`config.mk`:
```
export PLATFORM = sky130hd
export DESIGN_NAME = pipelined_adder
export DESIGN_NICKNAME = d
export VERILOG_FILES = /design/src/rtl/adder_pkg.sv /design/src/rtl/adder_slice.sv /design/src/rtl/pipelined_adder.sv
export SDC_FILE = /design/constraint.sdc
export NUM_CORES = 1
export LEC_CHECK = 0
export CAP_MARGIN = 20
export CORE_AREA = 3 3 104 106
export DETAILED_ROUTE_END_ITERATION = 6
export DIE_AREA = 0 0 107 109
export PLACE_DENSITY_LB_ADDON = 0.08
export SETUP_SLACK_MARGIN = 0.3
export SLEW_MARGIN = 5
export SYNTH_ARGS = -nofsm -noshare
export SYNTH_HDL_FRONTEND = slang
export SYNTH_HIERARCHICAL = 1
export SYNTH_SLANG_ARGS = --single-unit
```
`constraint.sdc`:
```
create_clock -name clk -period 3.4 [get_ports clk]
set_clock_uncertainty 0.1 [all_clocks]
set_input_delay 0.85 -clock clk [delete_from_list [all_inputs] [get_ports clk]]
set_output_delay 0.85 -clock clk [all_outputs]
set_load 0.02 [all_outputs]
```
`src/rtl/adder_pkg.sv`:
```
// Shared types and helpers for the pipelined adder: operation encoding,
// pipeline depth limit, and decode of the operation code into sub/sat flags.
package adder_pkg;

    localparam int ADDER_MAX_STAGES = 4;

    typedef enum logic [1:0] {
        ADD     = 2'b00,
        SUB     = 2'b01,
        ADD_SAT = 2'b10,
        SUB_SAT = 2'b11
    } adder_op_t;

    function automatic logic op_is_sub(input adder_op_t op);
        case (op)
            SUB, SUB_SAT: op_is_sub = 1'b1;
            default:      op_is_sub = 1'b0;
        endcase
    endfunction

    function automatic logic op_is_sat(input adder_op_t op);
        case (op)
            ADD_SAT, SUB_SAT: op_is_sat = 1'b1;
            default:          op_is_sat = 1'b0;
        endcase
    endfunction

endpackage

```
`src/rtl/adder_slice.sv`:
```
// One carry-chain slice: SW-bit add with carry in and carry out.
module adder_slice #(
    parameter int SW = 16
) (
    input  logic [SW-1:0] a_i,
    input  logic [SW-1:0] b_i,
    input  logic          c_i,
    output logic [SW-1:0] sum_o,
    output logic          c_o
);

    assign {c_o, sum_o} = {1'b0, a_i} + {1'b0, b_i} + {{SW{1'b0}}, c_i};

endmodule

```
`src/rtl/pipelined_adder.sv`:
```
// Valid/ready pipelined adder/subtractor, carry chain split into STAGES slices.
// Define PIPELINED_ADDER_SAT_EN to build the saturating ADD_SAT/SUB_SAT variants.
module pipelined_adder
    import adder_pkg::*;
#(
    parameter int WIDTH  = 32,
    parameter int STAGES = 2
) (
    input  logic             clk,
    input  logic             rst,
    input  logic             in_valid,
    output logic             in_ready,
    input  logic [WIDTH-1:0] in_a,
    input  logic [WIDTH-1:0] in_b,
    input  logic [1:0]       in_op,
    output logic             out_valid,
    input  logic             out_ready,
    output logic [WIDTH-1:0] out_sum,
    output logic             out_carry,
    output logic             out_ovf,
    output logic             out_zero
);

    localparam int SW = WIDTH / STAGES;

    if (STAGES < 1 || STAGES > ADDER_MAX_STAGES || WIDTH < 8 || WIDTH > 64 ||
        (WIDTH % STAGES) != 0) begin : g_bad_cfg
        $error("pipelined_adder: illegal WIDTH/STAGES combination");
    end

    // Entry k of each array is the input of stage k; entry 0 is the accepted beat.
    logic             v_p [STAGES];
    logic [WIDTH-1:0] a_p [STAGES];
    logic [WIDTH-1:0] b_p [STAGES];
    logic [WIDTH-1:0] s_p [STAGES];
    logic             c_p [STAGES];
`ifdef PIPELINED_ADDER_SAT_EN
    logic             sat_p [STAGES];
`endif

    logic             adv_s;
    logic             is_sub_s;
    logic             out_valid_q;
    logic [WIDTH-1:0] out_sum_q;
    logic             out_carry_q;
    logic             out_ovf_q;
    logic             out_zero_q;

    assign adv_s    = !out_valid_q || out_ready;
    assign in_ready = adv_s;
    assign is_sub_s = op_is_sub(adder_op_t'(in_op));

    // Subtraction is a + ~b + 1: invert B up front and feed the +1 as carry-in.
    assign v_p[0] = in_valid;
    assign a_p[0] = in_a;
    assign b_p[0] = is_sub_s ? ~in_b : in_b;
    assign s_p[0] = {WIDTH{1'b0}};
    assign c_p[0] = is_sub_s;
`ifdef PIPELINED_ADDER_SAT_EN
    assign sat_p[0] = op_is_sat(adder_op_t'(in_op));
`endif

    for (genvar k = 0; k < STAGES; k++) begin : g_stage
        logic [SW-1:0]    sl_sum_s;
        logic             sl_c_s;
        logic [WIDTH-1:0] sum_s;

        adder_slice #(.SW(SW)) u_slice (
            .a_i   (a_p[k][k*SW +: SW]),
            .b_i   (b_p[k][k*SW +: SW]),
            .c_i   (c_p[k]),
            .sum_o (sl_sum_s),
            .c_o   (sl_c_s)
        );

        // Merge this slice's result into the partially built sum.
        always_comb begin
            sum_s = s_p[k];
            sum_s[k*SW +: SW] = sl_sum_s;
        end

        if (k < STAGES - 1) begin : g_mid
            logic             v_q;
            logic [WIDTH-1:0] a_q;
            logic [WIDTH-1:0] b_q;
            logic [WIDTH-1:0] s_q;
            logic             c_q;
`ifdef PIPELINED_ADDER_SAT_EN
            logic             sat_q;

            // Saturation flag travels with its beat.
            always_ff @(posedge clk or posedge rst) begin
                if (rst) begin
                    sat_q <= 1'b0;
                end else if (adv_s) begin
                    sat_q <= sat_p[k];
                end
            end
            assign sat_p[k+1] = sat_q;
`endif

            // Intermediate stage register; holds whenever the output is stalled.
            always_ff @(posedge clk or posedge rst) begin
                if (rst) begin
                    v_q <= 1'b0;
                    a_q <= {WIDTH{1'b0}};
                    b_q <= {WIDTH{1'b0}};
                    s_q <= {WIDTH{1'b0}};
                    c_q <= 1'b0;
                end else if (adv_s) begin
                    v_q <= v_p[k];
                    a_q <= a_p[k];
                    b_q <= b_p[k];
                    s_q <= sum_s;
                    c_q <= sl_c_s;
                end
            end

            assign v_p[k+1] = v_q;
            assign a_p[k+1] = a_q;
            assign b_p[k+1] = b_q;
            assign s_p[k+1] = sum_s_fwd(s_q);
            assign c_p[k+1] = c_q;
        end else begin : g_last
            logic             ovf_s;
            logic [WIDTH-1:0] res_s;

            // Overflow: both effective operands share a sign the result lacks.
            assign ovf_s = (a_p[k][WIDTH-1] == b_p[k][WIDTH-1]) &&
                           (sum_s[WIDTH-1] != a_p[k][WIDTH-1]);

`ifdef PIPELINED_ADDER_SAT_EN
            // Clamp toward the sign of A, which is the direction of overflow.
            always_comb begin
                if (sat_p[k] && ovf_s) begin
                    res_s = {a_p[k][WIDTH-1], {(WIDTH-1){~a_p[k][WIDTH-1]}}};
                end else begin
                    res_s = sum_s;
                end
            end
`else
            assign res_s = sum_s;
`endif

            // Output register stage.
            always_ff @(posedge clk or posedge rst) begin
                if (rst) begin
                    out_valid_q <= 1'b0;
                    out_sum_q   <= {WIDTH{1'b0}};
                    out_carry_q <= 1'b0;
                    out_ovf_q   <= 1'b0;
                    out_zero_q  <= 1'b0;
                end else if (adv_s) begin
                    out_valid_q <= v_p[k];
                    out_sum_q   <= res_s;
                    out_carry_q <= sl_c_s;
                    out_ovf_q   <= ovf_s;
                    out_zero_q  <= (res_s == {WIDTH{1'b0}});
                end
            end
        end
    end

    function automatic logic [WIDTH-1:0] sum_s_fwd(input logic [WIDTH-1:0] s);
        sum_s_fwd = s;
    endfunction

    assign out_valid = out_valid_q;
    assign out_sum   = out_sum_q;
    assign out_carry = out_carry_q;
    assign out_ovf   = out_ovf_q;
    assign out_zero  = out_zero_q;

endmodule

```
==> impl_metrics.toml <==
[global_routing]
grt_use_total = 0.206
first_global_vias = 4064
globalRouteOverflowTotal = 0
antenna_violations_before_repair = 0
grt_pass1_wl_um = 19100
grt_max_degree = 104

[sta]
tightestPinTransition_ns = 0.975
hold_viol = 0
final_max_slew_viol_count = 0
max_freq_mhz = 309
setup_slack_ns = 0.166
final.setup.tns_ns = 0
grt_setup_unrepaired = "yes"
report.final.setup_viol = 0
fin_hold_ws_ns = 0.362
final_min_period_over_clock_period = 0.951
relSlewSlack = 0.350
finalWorstPathRequiredPeriod_ns = 3.23

[drt]
routed_via_density = 5.15
drt-pass1-iter-count = 5
num_vias = 4241
wl_met2_um = 5410
drt-wirelength-per-cell_um = 13.9
detail_route.drc_violations = 0
routed.top_layer = "met4"
routedLengthMet1_um = 5400
postRouteAntennaNets = 0
dr_wl_met3_um = 498
totalWireLength_um = 11500
drt_iter0_drc = 200

[power]
design_power_total_mw = 4.11
peak_ir_drop_on_the_vdd_network_v = 0.000364
pwr_cell_area_mw_per_mm2 = 625
static-leakage-power_nw = 3.09

[layout]
antennaDiodeCount = 0
drive_gt1_frac = 0.0955
area_growth_synth_to_finish_pct = 27.8
design.final.nets = 790
number_of_standard_cells_in_the_layout_taps_in_and_fillers_out = 824
finish.utilization = 0.667
fin_area_mm2 = 0.00658

[yosys]
synth_enable_flop_cells = 0
syn_avg_cell_area_um2 = 8.92
synthArstFlopShare = 1.00
synth_ff_type = "sky130_fd_sc_hd__dfrtp_1"
netlist_area_mm2 = 0.00515
netlist.area_leader.share = 0.418
ys_seq_area_frac = 0.418
synth.net_count = 681
post_synthesis_instance_total = 577
count_of_state_elements_after_synthesis = 86
distinct_cell_type_count_after_synthesis = 48
synth.top_cells.by_area = "sky130_fd_sc_hd__dfrtp_1, sky130_fd_sc_hd__nand2_1, sky130_fd_sc_hd__ha_1"
ys_warn_count = 6
synth.largest_area_cell = "sky130_fd_sc_hd__dfrtp_1"

[cts]
cts_inserted_buffers = 9
clock_pin_slew_on_the_worst_setup_and_hold_paths_ns = 0.08
ctsHtreeMaxLevel = 3
clock_latency_ns = 0.35
tritoncts_num_sinks = 86
cts-root-buf = "sky130_fd_sc_hd__clkbuf_8"
cts_tree = "done"
clock_tree.buffer_depth = 2

[setup_path]
regToRegSetupSlack_ns = 0.17
timing.setup.critical_path_class = "reg2reg"
cp_slowest_stage_delay_ns = 0.42
cp_bufs_invs = 1
path_depth = 12
master_of_the_slowest_instance_on_the_critical_path = "sky130_fd_sc_hd__fa_2"
critical-path-top-delay-family = "compound AO/OA/AOI/OAI gates"
timing.reg2reg.worst_path_depth = 12
critPathRequiredTime_ns = 3.56
arrival_time_reported_for_the_critical_path_endpoint_ns = 3.40
timing.critical_path.from_type = "flip-flop"
kind_of_capture_point_of_the_worst_setup_path = "flip-flop"
max_fanout_on_critical_path = 2
timing.critical_path.cells = "fa_2 -> fa_2 -> a21oi_2 -> o21ai_2 -> a2111oi_4 -> o31ai_2 -> a21oi_2 -> xnor2_2 -> nor4_2 -> buf_4 -> nand4_1 -> o31ai_2"

[place]
portBuffers = 105
detailedPlacementHpwl_um = 8520
placed_cells = 802
globalplace.congestion = 0.841
placed_cell_area_mm2 = 0.00627
dp_slack_ns = -0.215

[status]
status = "finished, final reports clean"

[flow_run]
timing.max_cap.violations = 0

[floorplanning]
start_util = 0.522
die_x_um = 107
floorplan.core_area_mm2 = 0.00986
row_count = 36
total_die_area_mm2 = 0.0117
pin_count = 107
die_y_um = 109

[min_path]
worst_hold_path_depth = 2
hold_class = "reg2reg"
## synthesized netlist by cell type, types with 2 or more instances
library cell / n
sky130_fd_sc_hd__a21oi_2: 7
sky130_fd_sc_hd__xor2_1: 26
sky130_fd_sc_hd__o31ai_1: 2
sky130_fd_sc_hd__nand3_1: 6
sky130_fd_sc_hd__fa_1: 4
sky130_fd_sc_hd__nand4_1: 2
sky130_fd_sc_hd__nand2_1: 226
sky130_fd_sc_hd__dfrtp_1: 86
sky130_fd_sc_hd__o211ai_1: 2
sky130_fd_sc_hd__ha_1: 30
sky130_fd_sc_hd__a21oi_1: 17
sky130_fd_sc_hd__o21bai_1: 5
sky130_fd_sc_hd__a21o_1: 9
sky130_fd_sc_hd__buf_2: 8
sky130_fd_sc_hd__o21ai_0: 8
sky130_fd_sc_hd__nor4_1: 8
sky130_fd_sc_hd__a31oi_1: 2
sky130_fd_sc_hd__o21a_1: 4
sky130_fd_sc_hd__o21ai_1: 22
sky130_fd_sc_hd__nor2_1: 9
sky130_fd_sc_hd__xnor2_1: 34
sky130_fd_sc_hd__a2111oi_2: 2
sky130_fd_sc_hd__buf_6: 13
sky130_fd_sc_hd__and3_1: 2
sky130_fd_sc_hd__a221o_1: 2
sky130_fd_sc_hd__o31ai_2: 3
sky130_fd_sc_hd__nand2b_1: 5
sky130_fd_sc_hd__o21ai_2: 3
sky130_fd_sc_hd__inv_1: 11
## final timing paths
check,start,to
worst max-delay path,g_stage[0].g_mid.c_q,out_zero
worst min-delay path,g_stage[0].g_mid.v_q,g_stage[0].g_mid.v_q
worst max register to register,g_stage[0].g_mid.c_q,out_zero
worst min register to register,g_stage[0].g_mid.v_q,g_stage[0].g_mid.v_q
max in group asynchronous,rst,out_sum[24]
min in group asynchronous,rst,g_stage[0].g_mid.s_q[7]
## layer usage
layer / vias to the layer above / track usage
met5: - / 0
met3: 12 / 0.0302
met1: 2013 / 0.296
met4: 0 / 0.0639
met2: 98 / 0.323
li1: 2118 / -
## power by group
part           internal (mW)  switching (mW)  leakage, nW
Combinational          0.867            1.01         1.96
Clock                  0.380           0.350       0.0996
Sequential              1.31           0.191         1.04
Total                   2.56            1.55         3.09
## cell type report
type	count	area [µm²]
Sequential cell	86	2150
Clock inverter	3	42.5
Multi-Input combinational cell	455	2820
Fill cell	874	3290
Inverter	12	51.3
Clock buffer	13	159
Timing Repair Buffer	122	1190
Tap cell	133	166
## tightest hold or removal path: stages (launching register included)
cell                      delay [ns]
sky130_fd_sc_hd__dfrtp_1        0.34
sky130_fd_sc_hd__nand2_1        0.05
sky130_fd_sc_hd__nand2_1        0.05
## cell families after synthesis
kind of cell	share of synthesized area
buffers and inverters	0.0486
AO/OA/AOI/OAI	0.135
AND/OR/NAND/NOR	0.208
flip-flops	0.418
adder cells (fa/ha/maj)	0.0885
XOR/XNOR	0.102
## repair_timing
action                     CTS  global route
hold buffers                 0             0
setup buffers                5             1
setup endpoints to repair    6             6
pin swaps                   17             4
gates resized for setup     10             3
## layout by cell type, fill, tap and decap left out, types with 7 or more instances in the layout
cell                              count
sky130_fd_sc_hd__nand2_1            226
sky130_fd_sc_hd__clkdlybuf4s50_1    102
sky130_fd_sc_hd__dfrtp_1             86
sky130_fd_sc_hd__xnor2_1             33
sky130_fd_sc_hd__ha_1                30
sky130_fd_sc_hd__xor2_1              24
sky130_fd_sc_hd__o21ai_1             22
sky130_fd_sc_hd__a21oi_1             17
sky130_fd_sc_hd__buf_4               15
sky130_fd_sc_hd__clkbuf_8            11
sky130_fd_sc_hd__inv_1               10
sky130_fd_sc_hd__nor2_1               9
sky130_fd_sc_hd__a21o_1               9
sky130_fd_sc_hd__o21ai_0              8
sky130_fd_sc_hd__nor4_1               7
## state kept, by name (all words and copies together), names as in the netlist
| name | count |
|---|---|
| out_carry | 1 |
| g_stage.g_mid.c_q | 1 |
| out_ovf | 1 |
| out_valid | 1 |
| out_sum | 32 |
| g_stage.g_mid.b_q | 16 |
| g_stage.g_mid.a_q | 16 |
| g_stage.g_mid.s_q | 16 |
| out_zero | 1 |
| g_stage.g_mid.v_q | 1 |
Note: power is estimated with default switching activity, not from simulation.
